### src/rtl/powlib_buscross_wrr_if.sv
// Bus bundle for the weighted round-robin crossbar: packed writer-side
// request/ready signals, packed reader-side registered outputs and the
// saturating miss counter.
interface powlib_buscross_wrr_if #(
  parameter int B_WRS = 3,
  parameter int B_RDS = 3,
  parameter int B_AW  = 16,
  parameter int B_DW  = 32,
  parameter int B_SW  = 2,
  parameter int B_CW  = 8
);
  logic [B_WRS*B_DW-1:0] wrdatas;
  logic [B_WRS*B_AW-1:0] wraddrs;
  logic [B_WRS-1:0]      wrlasts;
  logic [B_WRS-1:0]      wrvlds;
  logic [B_WRS-1:0]      wrrdys;
  logic [B_RDS*B_DW-1:0] rddatas;
  logic [B_RDS*B_AW-1:0] rdaddrs;
  logic [B_RDS-1:0]      rdlasts;
  logic [B_RDS*B_SW-1:0] rdsrcs;
  logic [B_RDS-1:0]      rdvlds;
  logic [B_RDS-1:0]      rdrdys;
  logic [B_CW-1:0]       missed;

  modport master (
    output wrdatas, wraddrs, wrlasts, wrvlds, rdrdys,
    input  wrrdys, rddatas, rdaddrs, rdlasts, rdsrcs, rdvlds, missed
  );

  modport slave (
    input  wrdatas, wraddrs, wrlasts, wrvlds, rdrdys,
    output wrrdys, rddatas, rdaddrs, rdlasts, rdsrcs, rdvlds, missed
  );
endinterface

### src/rtl/powlib_buscross_wrr.sv
// Single-clock crossbar: address-decoded routing from writers to readers,
// one packet-locked weighted round-robin arbiter per reader, one output
// register per reader, and a saturating counter of beats hitting no window.
module powlib_buscross_wrr #(
  parameter int B_WRS = 3,
  parameter int B_RDS = 3,
  parameter int B_AW  = 16,
  parameter int B_DW  = 32,
  parameter int B_SW  = 2,
  parameter int B_CW  = 8,
  parameter logic [B_RDS*B_AW-1:0] B_BASES   = {16'h4000, 16'h2000, 16'h0000},
  parameter logic [B_RDS*B_AW-1:0] B_SIZES   = {16'h1FFF, 16'h1FFF, 16'h1FFF},
  parameter logic [B_WRS*4-1:0]    B_WEIGHTS = {4'd1, 4'd1, 4'd2}
) (
  input logic                  clk,
  input logic                  rst,
  powlib_buscross_wrr_if.slave bus
);
  localparam int RW = (B_RDS > 1) ? $clog2(B_RDS) : 1;

  typedef enum logic {IDLE, GRANT} arb_state_t;

  arb_state_t      st_q   [B_RDS];
  arb_state_t      st_d   [B_RDS];
  logic [B_SW-1:0] win_q  [B_RDS];
  logic [B_SW-1:0] win_d  [B_RDS];
  logic [B_SW-1:0] ptr_q  [B_RDS];
  logic [B_SW-1:0] ptr_d  [B_RDS];
  logic [3:0]      cred_q [B_RDS];
  logic [3:0]      cred_d [B_RDS];
  logic [B_SW-1:0] gsel   [B_RDS];
  logic [RW-1:0]   tgt    [B_WRS];
  logic [B_RDS-1:0] mid_q, mid_d, gval, xfer;
  logic [B_WRS-1:0] hit, lock, miss, rdy;

  logic [B_RDS*B_DW-1:0] rd_data_p1;
  logic [B_RDS*B_AW-1:0] rd_addr_p1;
  logic [B_RDS*B_SW-1:0] rd_src_p1;
  logic [B_RDS-1:0]      rd_last_p1, vld_p1;
  logic [B_CW-1:0]       miss_cnt, miss_cnt_d;

  // Window test in B_AW+1 bits so base+size past the top does not wrap.
  function automatic logic in_win(input logic [B_AW-1:0] a, input int j);
    logic [B_AW:0] lo, hi, ax;
    lo = {1'b0, B_BASES[j*B_AW +: B_AW]};
    hi = lo + {1'b0, B_SIZES[j*B_AW +: B_AW]};
    ax = {1'b0, a};
    return (ax >= lo) && (ax <= hi);
  endfunction

  function automatic logic [3:0] weight_of(input logic [B_SW-1:0] w);
    logic [3:0] v;
    v = B_WEIGHTS[int'(w)*4 +: 4];
    return (v == 4'd0) ? 4'd1 : v;
  endfunction

  function automatic logic [B_SW-1:0] next_ptr(input logic [B_SW-1:0] w);
    int n;
    n = int'(w) + 1;
    if (n >= B_WRS) n = 0;
    return B_SW'(n);
  endfunction

  function automatic logic [B_CW-1:0] sat_add(input logic [B_CW-1:0] a, input int n);
    longint s, lim;
    s   = longint'(a) + longint'(n);
    lim = (longint'(1) << B_CW) - 1;
    return (s > lim) ? {B_CW{1'b1}} : B_CW'(s);
  endfunction

  // Address decode: lowest matching reader wins; no match is a miss.
  always_comb begin
    for (int i = 0; i < B_WRS; i++) begin
      hit[i] = 1'b0;
      tgt[i] = '0;
      for (int j = B_RDS - 1; j >= 0; j--) begin
        if (in_win(bus.wraddrs[i*B_AW +: B_AW], j)) begin
          hit[i] = 1'b1;
          tgt[i] = RW'(j);
        end
      end
      miss[i] = !rst && bus.wrvlds[i] && !hit[i];
    end
  end

  // A writer held mid-packet by one reader may not be granted by another.
  always_comb begin
    lock = '0;
    for (int j = 0; j < B_RDS; j++)
      for (int i = 0; i < B_WRS; i++)
        if (st_q[j] == GRANT && mid_q[j] && win_q[j] == B_SW'(i)) lock[i] = 1'b1;
  end

  // Per-reader grant selection (round-robin scan from ptr) and transfer.
  always_comb begin
    logic [B_WRS-1:0] req;
    logic             found;
    logic [B_SW-1:0]  pick;
    int               idx;
    for (int j = 0; j < B_RDS; j++) begin
      req   = '0;
      found = 1'b0;
      pick  = '0;
      idx   = 0;
      for (int i = 0; i < B_WRS; i++)
        req[i] = bus.wrvlds[i] && hit[i] && (tgt[i] == RW'(j)) && !lock[i];
      for (int k = 0; k < B_WRS; k++) begin
        idx = (int'(ptr_q[j]) + k) % B_WRS;
        if (!found && req[idx]) begin
          found = 1'b1;
          pick  = B_SW'(idx);
        end
      end
      gsel[j] = (st_q[j] == IDLE) ? pick : win_q[j];
      gval[j] = (st_q[j] == IDLE) ? found : 1'b1;
      xfer[j] = !rst && gval[j] && bus.wrvlds[gsel[j]] && hit[gsel[j]] &&
                (tgt[gsel[j]] == RW'(j)) && (!vld_p1[j] || bus.rdrdys[j]);
    end
  end

  // Writer ready: misses are absorbed at once, routed beats on transfer.
  always_comb begin
    rdy = '0;
    for (int i = 0; i < B_WRS; i++) begin
      if (miss[i]) rdy[i] = 1'b1;
      for (int j = 0; j < B_RDS; j++)
        if (xfer[j] && gsel[j] == B_SW'(i)) rdy[i] = 1'b1;
    end
  end

  // Arbiter next state: credit per packet, release on credit out or idle winner.
  always_comb begin
    for (int j = 0; j < B_RDS; j++) begin
      st_d[j]   = st_q[j];
      win_d[j]  = win_q[j];
      cred_d[j] = cred_q[j];
      ptr_d[j]  = ptr_q[j];
      mid_d[j]  = mid_q[j];
      if (st_q[j] == IDLE) begin
        if (gval[j]) begin
          st_d[j]   = GRANT;
          win_d[j]  = gsel[j];
          cred_d[j] = weight_of(gsel[j]);
          mid_d[j]  = 1'b0;
          if (xfer[j]) begin
            if (bus.wrlasts[gsel[j]]) begin
              if (weight_of(gsel[j]) == 4'd1) begin
                st_d[j]   = IDLE;
                ptr_d[j]  = next_ptr(gsel[j]);
                cred_d[j] = 4'd0;
              end else begin
                cred_d[j] = weight_of(gsel[j]) - 4'd1;
              end
            end else begin
              mid_d[j] = 1'b1;
            end
          end
        end
      end else if (xfer[j]) begin
        if (bus.wrlasts[win_q[j]]) begin
          mid_d[j] = 1'b0;
          if (cred_q[j] <= 4'd1) begin
            st_d[j]   = IDLE;
            ptr_d[j]  = next_ptr(win_q[j]);
            cred_d[j] = 4'd0;
          end else begin
            cred_d[j] = cred_q[j] - 4'd1;
          end
        end else begin
          mid_d[j] = 1'b1;
        end
      end else if (!mid_q[j] && !(bus.wrvlds[win_q[j]] && hit[win_q[j]] &&
                                   tgt[win_q[j]] == RW'(j))) begin
        st_d[j]   = IDLE;
        ptr_d[j]  = next_ptr(win_q[j]);
        cred_d[j] = 4'd0;
        mid_d[j]  = 1'b0;
      end
    end
  end

  // Arbiter state registers.
  always_ff @(posedge clk) begin
    if (rst) begin
      for (int j = 0; j < B_RDS; j++) begin
        st_q[j]   <= IDLE;
        win_q[j]  <= '0;
        ptr_q[j]  <= '0;
        cred_q[j] <= '0;
      end
      mid_q <= '0;
    end else begin
      for (int j = 0; j < B_RDS; j++) begin
        st_q[j]   <= st_d[j];
        win_q[j]  <= win_d[j];
        ptr_q[j]  <= ptr_d[j];
        cred_q[j] <= cred_d[j];
      end
      mid_q <= mid_d;
    end
  end

  // Stage p1: reader output registers, hold while valid and not ready.
  always_ff @(posedge clk) begin
    if (rst) begin
      vld_p1     <= '0;
      rd_data_p1 <= '0;
      rd_addr_p1 <= '0;
      rd_last_p1 <= '0;
      rd_src_p1  <= '0;
    end else begin
      for (int j = 0; j < B_RDS; j++) begin
        if (xfer[j]) begin
          vld_p1[j]                  <= 1'b1;
          rd_data_p1[j*B_DW +: B_DW] <= bus.wrdatas[int'(gsel[j])*B_DW +: B_DW];
          rd_addr_p1[j*B_AW +: B_AW] <= bus.wraddrs[int'(gsel[j])*B_AW +: B_AW];
          rd_last_p1[j]              <= bus.wrlasts[gsel[j]];
          rd_src_p1[j*B_SW +: B_SW]  <= gsel[j];
        end else if (bus.rdrdys[j]) begin
          vld_p1[j] <= 1'b0;
        end
      end
    end
  end

  // Miss counter: adds the number of missing writers this cycle, saturating.
  always_comb begin
    int nm;
    nm = 0;
    for (int i = 0; i < B_WRS; i++) nm += int'(miss[i]);
    miss_cnt_d = sat_add(miss_cnt, nm);
  end

  // Miss counter register.
  always_ff @(posedge clk) begin
    if (rst) miss_cnt <= '0;
    else     miss_cnt <= miss_cnt_d;
  end

  assign bus.wrrdys  = rdy;
  assign bus.rddatas = rd_data_p1;
  assign bus.rdaddrs = rd_addr_p1;
  assign bus.rdlasts = rd_last_p1;
  assign bus.rdsrcs  = rd_src_p1;
  assign bus.rdvlds  = vld_p1;
  assign bus.missed  = miss_cnt;
endmodule

### src/flat_wrapper.sv
// flat-port wrapper written by rule: the top's interface ports become plain ports
module powlib_buscross_wrr_flat 
#(
  parameter int B_WRS = 3,
  parameter int B_RDS = 3,
  parameter int B_AW  = 16,
  parameter int B_DW  = 32,
  parameter int B_SW  = 2,
  parameter int B_CW  = 8,
  parameter logic [B_RDS*B_AW-1:0] B_BASES   = {16'h4000, 16'h2000, 16'h0000},
  parameter logic [B_RDS*B_AW-1:0] B_SIZES   = {16'h1FFF, 16'h1FFF, 16'h1FFF},
  parameter logic [B_WRS*4-1:0]    B_WEIGHTS = {4'd1, 4'd1, 4'd2}
)
  (clk, rst, bus_wrdatas, bus_wraddrs, bus_wrlasts, bus_wrvlds, bus_rdrdys, bus_wrrdys, bus_rddatas, bus_rdaddrs, bus_rdlasts, bus_rdsrcs, bus_rdvlds, bus_missed);
  powlib_buscross_wrr_if #(.B_WRS(B_WRS), .B_RDS(B_RDS), .B_AW(B_AW), .B_DW(B_DW), .B_SW(B_SW), .B_CW(B_CW)) bus_i ();
  input logic clk;
  input logic rst;
  input wire logic [$bits(bus_i.wrdatas)-1:0] bus_wrdatas;
  input wire logic [$bits(bus_i.wraddrs)-1:0] bus_wraddrs;
  input wire logic [$bits(bus_i.wrlasts)-1:0] bus_wrlasts;
  input wire logic [$bits(bus_i.wrvlds)-1:0] bus_wrvlds;
  input wire logic [$bits(bus_i.rdrdys)-1:0] bus_rdrdys;
  output wire logic [$bits(bus_i.wrrdys)-1:0] bus_wrrdys;
  output wire logic [$bits(bus_i.rddatas)-1:0] bus_rddatas;
  output wire logic [$bits(bus_i.rdaddrs)-1:0] bus_rdaddrs;
  output wire logic [$bits(bus_i.rdlasts)-1:0] bus_rdlasts;
  output wire logic [$bits(bus_i.rdsrcs)-1:0] bus_rdsrcs;
  output wire logic [$bits(bus_i.rdvlds)-1:0] bus_rdvlds;
  output wire logic [$bits(bus_i.missed)-1:0] bus_missed;
  assign bus_i.wrdatas = bus_wrdatas;
  assign bus_i.wraddrs = bus_wraddrs;
  assign bus_i.wrlasts = bus_wrlasts;
  assign bus_i.wrvlds = bus_wrvlds;
  assign bus_i.rdrdys = bus_rdrdys;
  assign bus_wrrdys = bus_i.wrrdys;
  assign bus_rddatas = bus_i.rddatas;
  assign bus_rdaddrs = bus_i.rdaddrs;
  assign bus_rdlasts = bus_i.rdlasts;
  assign bus_rdsrcs = bus_i.rdsrcs;
  assign bus_rdvlds = bus_i.rdvlds;
  assign bus_missed = bus_i.missed;
  powlib_buscross_wrr #(.B_WRS(B_WRS), .B_RDS(B_RDS), .B_AW(B_AW), .B_DW(B_DW), .B_SW(B_SW), .B_CW(B_CW), .B_BASES(B_BASES), .B_SIZES(B_SIZES), .B_WEIGHTS(B_WEIGHTS)) u_core (.clk(clk), .rst(rst), .bus(bus_i));
endmodule
### config.mk
export PLATFORM = sky130hd
export DESIGN_NAME = powlib_buscross_wrr_flat
export DESIGN_NICKNAME = d
export VERILOG_FILES = /design/src/rtl/powlib_buscross_wrr_if.sv /design/src/rtl/powlib_buscross_wrr.sv /design/src/flat_wrapper.sv
export SDC_FILE = /design/constraint.sdc
export NUM_CORES = 1
export LEC_CHECK = 0
export BUFFER_PORTS_ARGS = -buffer_cell sky130_fd_sc_hd__buf_2
export CELL_PAD_IN_SITES_DETAIL_PLACEMENT = 1
export CELL_PAD_IN_SITES_GLOBAL_PLACEMENT = 1
export CORE_ASPECT_RATIO = 1.75
export CORE_MARGIN = 10
export CORE_UTILIZATION = 41
export CTS_BUF_LIST = sky130_fd_sc_hd__clkbuf_2
export DETAILED_ROUTE_END_ITERATION = 6
export GPL_TIMING_DRIVEN = 1
export PLACE_DENSITY = 0.84
export SKIP_CTS_REPAIR_TIMING = 1
export SYNTH_ARGS = -nofsm -noshare
export SYNTH_HDL_FRONTEND = slang
export SYNTH_SLANG_ARGS = --single-unit
### constraint.sdc
create_clock -name clk -period 9.6 [get_ports clk]
set_input_delay 1.92 -clock clk [delete_from_list [all_inputs] [get_ports clk]]
set_output_delay 1.92 -clock clk [all_outputs]
set_load 0.1 [all_outputs]
==> results.yml <==
status:
  status: "complete, no violations"
floorplan:
  fp.dieW_um: 144
  die-area_mm2: 0.0339
  io_pins: 322
  rows: 79
  die_h_um: 236
  start_util: 0.414
  design.core.area_mm2: 0.0265
setup_path:
  critPathLaunchType: "primary input"
  cp_max_fo: 38
  worstPathRequired_ns: 7.68
  path_class: "in2out"
  endpoint_kind: "output pin"
  critPathArrivalTime_ns: 5.95
placement:
  port_buffers: 321
  place_inst: 1981
  place_congestion: 0.939
  dp_hpwl_mm: 36.2
global_route:
  grt_max_degree: 98
  grt_pass1_vias: 13328
  grt_pass1_wl_mm: 77.0
  grt_usage: 0.291
  grt-ovfl-total: 0
  antenna_found_initial: 17
sta:
  slew_headroom: 0.253
  rsz0062_at_grt: "no"
  worst_pin_slew_ns: 1.11
  setup-tns-final_ns: 0
  max_freq_ghz: 0.127
  finClkSkew_ns: 0.0374
  setup_viol: 0
  fin_crit_sh: 0.819
  final_hold_viol_count: 0
  maxSlewViolCount: 0
  fin_crit_ns: 7.87
route:
  post_drt_wl_per_cell_um: 25.0
  first_pass_iters: 6
  vias: 12795
  vias_per_cell: 6.31
  drtIter0Drc: 1095
  drt_wl_total_mm: 50.6
  drc: 0
  drtAntennaViolNets: 0
synth:
  async_flop_share: 0
  ys_warn_count: 0
  syn_inst: 1435
  ys_seq_area_frac: 0.354
  syn_area_mm2: 0.0110
  ys_ff_latch: 194
  synth-main-ff-cell: "dfxtp_1"
  synth_edf_count: 0
  avgSynthCellArea_um2: 7.64
  postSynthNetCount: 1606
  ys_types: 88
clocking:
  cts_buffers: 17
  cts_sinks: 194
  root_buffer: "clkbuf_2"
  cts.path.max_buffers: 2
  cts_tree: "yes"
  clk_latency_ns: 0.89
  htreeDepth: 4
  path_clk_slew_ns: 0.30
power:
  p_leak_nw: 5.51
  peakVddDrop_mv: 0.0724
  powerDensity_mw_per_mm2: 138
cells_and_area:
  drive_gt1_frac: 0.246
  area_growth_pct: 18.8
  nets: 1847
  finalNonFillerCells: 2027
  utilization: 0.491
flow_run:
  drv_cap: 0
hold_path:
  hold_path.class: "reg2reg"
## metal layers
layer,vias up,GRT usage,wire length (um)
li1,5748,-,-
met1,6266,0.315,18600
met2,614,0.488,25300
met3,161,0.0650,3490
met4,6,0.201,3220
met5,-,0,39
## power by group
group / total, mW / internal, mW / switching (mW)
registers: 0.860 / 0.834 / 0.0261
clock network: 0.470 / 0.151 / 0.319
logic: 0.462 / 0.123 / 0.339
total: 1.79 / 1.11 / 0.684
## cell type report
type                       instances  area, um2
fill                            3496      13500
clock inverter                    14        179
antenna                           14       35.0
clock buffer                      18       90.1
tap                              324        405
timing repair buffer             341       1760
multi-input combinational       1090       6540
inverter                          32        120
sequential                       194       3880
## synthesized netlist by cell type (4+ instances only)
library cell | n | share of area
a222oi_1 | 26 | 0.024
clkbuf_1 | 87 | 0.030
and3_1 | 18 | 0.010
ha_1 | 14 | 0.016
nand4_1 | 5 | 0.0029
a21oi_1 | 120 | 0.055
o21a_1 | 4 | 0.0027
o21ai_0 | 41 | 0.019
buf_2 | 17 | 0.0078
a311o_1 | 20 | 0.018
dfxtp_1 | 194 | 0.35
a211oi_1 | 68 | 0.047
or3_1 | 6 | 0.0034
nor3_1 | 54 | 0.025
nand4b_1 | 4 | 0.0032
buf_6 | 5 | 0.0051
nor3b_1 | 5 | 0.0034
mux2i_1 | 25 | 0.023
nor2b_1 | 6 | 0.0034
o211ai_1 | 27 | 0.018
nand2b_1 | 8 | 0.0046
buf_1 | 7 | 0.0024
nand3_1 | 39 | 0.018
a22oi_1 | 24 | 0.016
a221oi_1 | 17 | 0.014
a31oi_1 | 30 | 0.017
a21boi_0 | 4 | 0.0027
or4_1 | 6 | 0.0041
inv_1 | 31 | 0.011
nand4bb_1 | 4 | 0.0041
nor4_1 | 4 | 0.0023
nor2_1 | 156 | 0.053
and2_1 | 7 | 0.0040
nand2_1 | 256 | 0.088
or2_2 | 5 | 0.0029
## final timing paths
| kind | startpoint | endpoint | slack, ns | cells past startpoint |
|---|---|---|---|---|
| setup / recovery | bus_wraddrs[47] | bus_wrrdys[1] | 1.73 | 12 |
| hold / removal | u_core.bus.rddatas[21] | u_core.bus.rddatas[21] | 0.47 | 2 |
| setup reg to reg | u_core.st_q[0][2] | u_core.ptr_q[0][4] | 4.44 | 9 |
| hold reg to reg | u_core.bus.rddatas[21] | u_core.bus.rddatas[21] | 0.47 | 2 |
## sequential cells by signal, indices dropped and copies added, names as in the netlist
signal	flops
u_core.bus.rddatas	96
u_core.bus.rdaddrs	48
u_core.cred_q	12
u_core.bus.missed	8
u_core.bus.rdsrcs	6
u_core.ptr_q	6
u_core.win_q	6
u_core.bus.rdlasts	3
u_core.bus.rdvlds	3
u_core.mid_q	3
u_core.st_q	3
## worst max-delay path, cell delays in order
cell	delay, ns
buf_2	0.11
nand2b_1	0.18
nor3b_2	0.58
and3_1	0.29
a32o_2	0.18
buf_4	0.41
nor3_1	0.23
or4_2	1.11
nor3_4	0.28
nor3_1	0.07
nand2_1	0.11
buf_2	0.44
## cell families after synthesis
logic type	Yosys count	synth area share
and+or+nand+nor	600	0.251
AOI/OAI and AO/OA	440	0.286
DFF	194	0.354
buffers and inverters	151	0.0581
muxes	29	0.0269
adders and majority gates	18	0.0215
xor gates and xnor gates	3	0.00240
## layout by cell type (no fill, tap or decap), types with 4 or more instances in the layout
| cell type | count |
|---|---|
| buf_2 | 320 |
| dfxtp_1 | 194 |
| nor2_1 | 154 |
| buf_4 | 20 |
| a222oi_1 | 26 |
| a311o_1 | 20 |
| nand2b_1 | 8 |
| mux2i_1 | 25 |
| or3_1 | 6 |
| and2_1 | 7 |
| a221oi_1 | 17 |
| nand4_1 | 5 |
| nand4b_1 | 4 |
| inv_1 | 31 |
| clkinvlp_4 | 4 |
| a22oi_1 | 24 |
| nand3_1 | 39 |
| a31oi_1 | 30 |
| nor2b_1 | 6 |
| diode_2 | 14 |
| nor3b_1 | 5 |
| a21oi_1 | 120 |
| ha_1 | 14 |
| nor3_1 | 54 |
| o211ai_1 | 27 |
| o21ai_0 | 41 |
| clkbuf_2 | 18 |
| a211oi_1 | 68 |
| nand2_1 | 256 |
| or2_2 | 5 |
| nand4bb_1 | 4 |
| and3_1 | 18 |
| or4_1 | 5 |
## stage by stage
stage / worst slack [ns] / hold slack (ns) / power (mW) / instance area (um2)
finish: 1.73 / 0.473 / 1.79 / 13000
CTS: 1.79 / 0.476 / 1.80 / 13000
floorplan: 2.11 / 0.455 / 1.18 / 11000
detailed placement: 1.80 / 0.444 / 1.33 / 12700
global placement: 1.92 / 0.439 / 1.32 / 12700
global route: 1.54 / 0.498 / 1.86 / 13000
(Power assumes the default switching activity.)
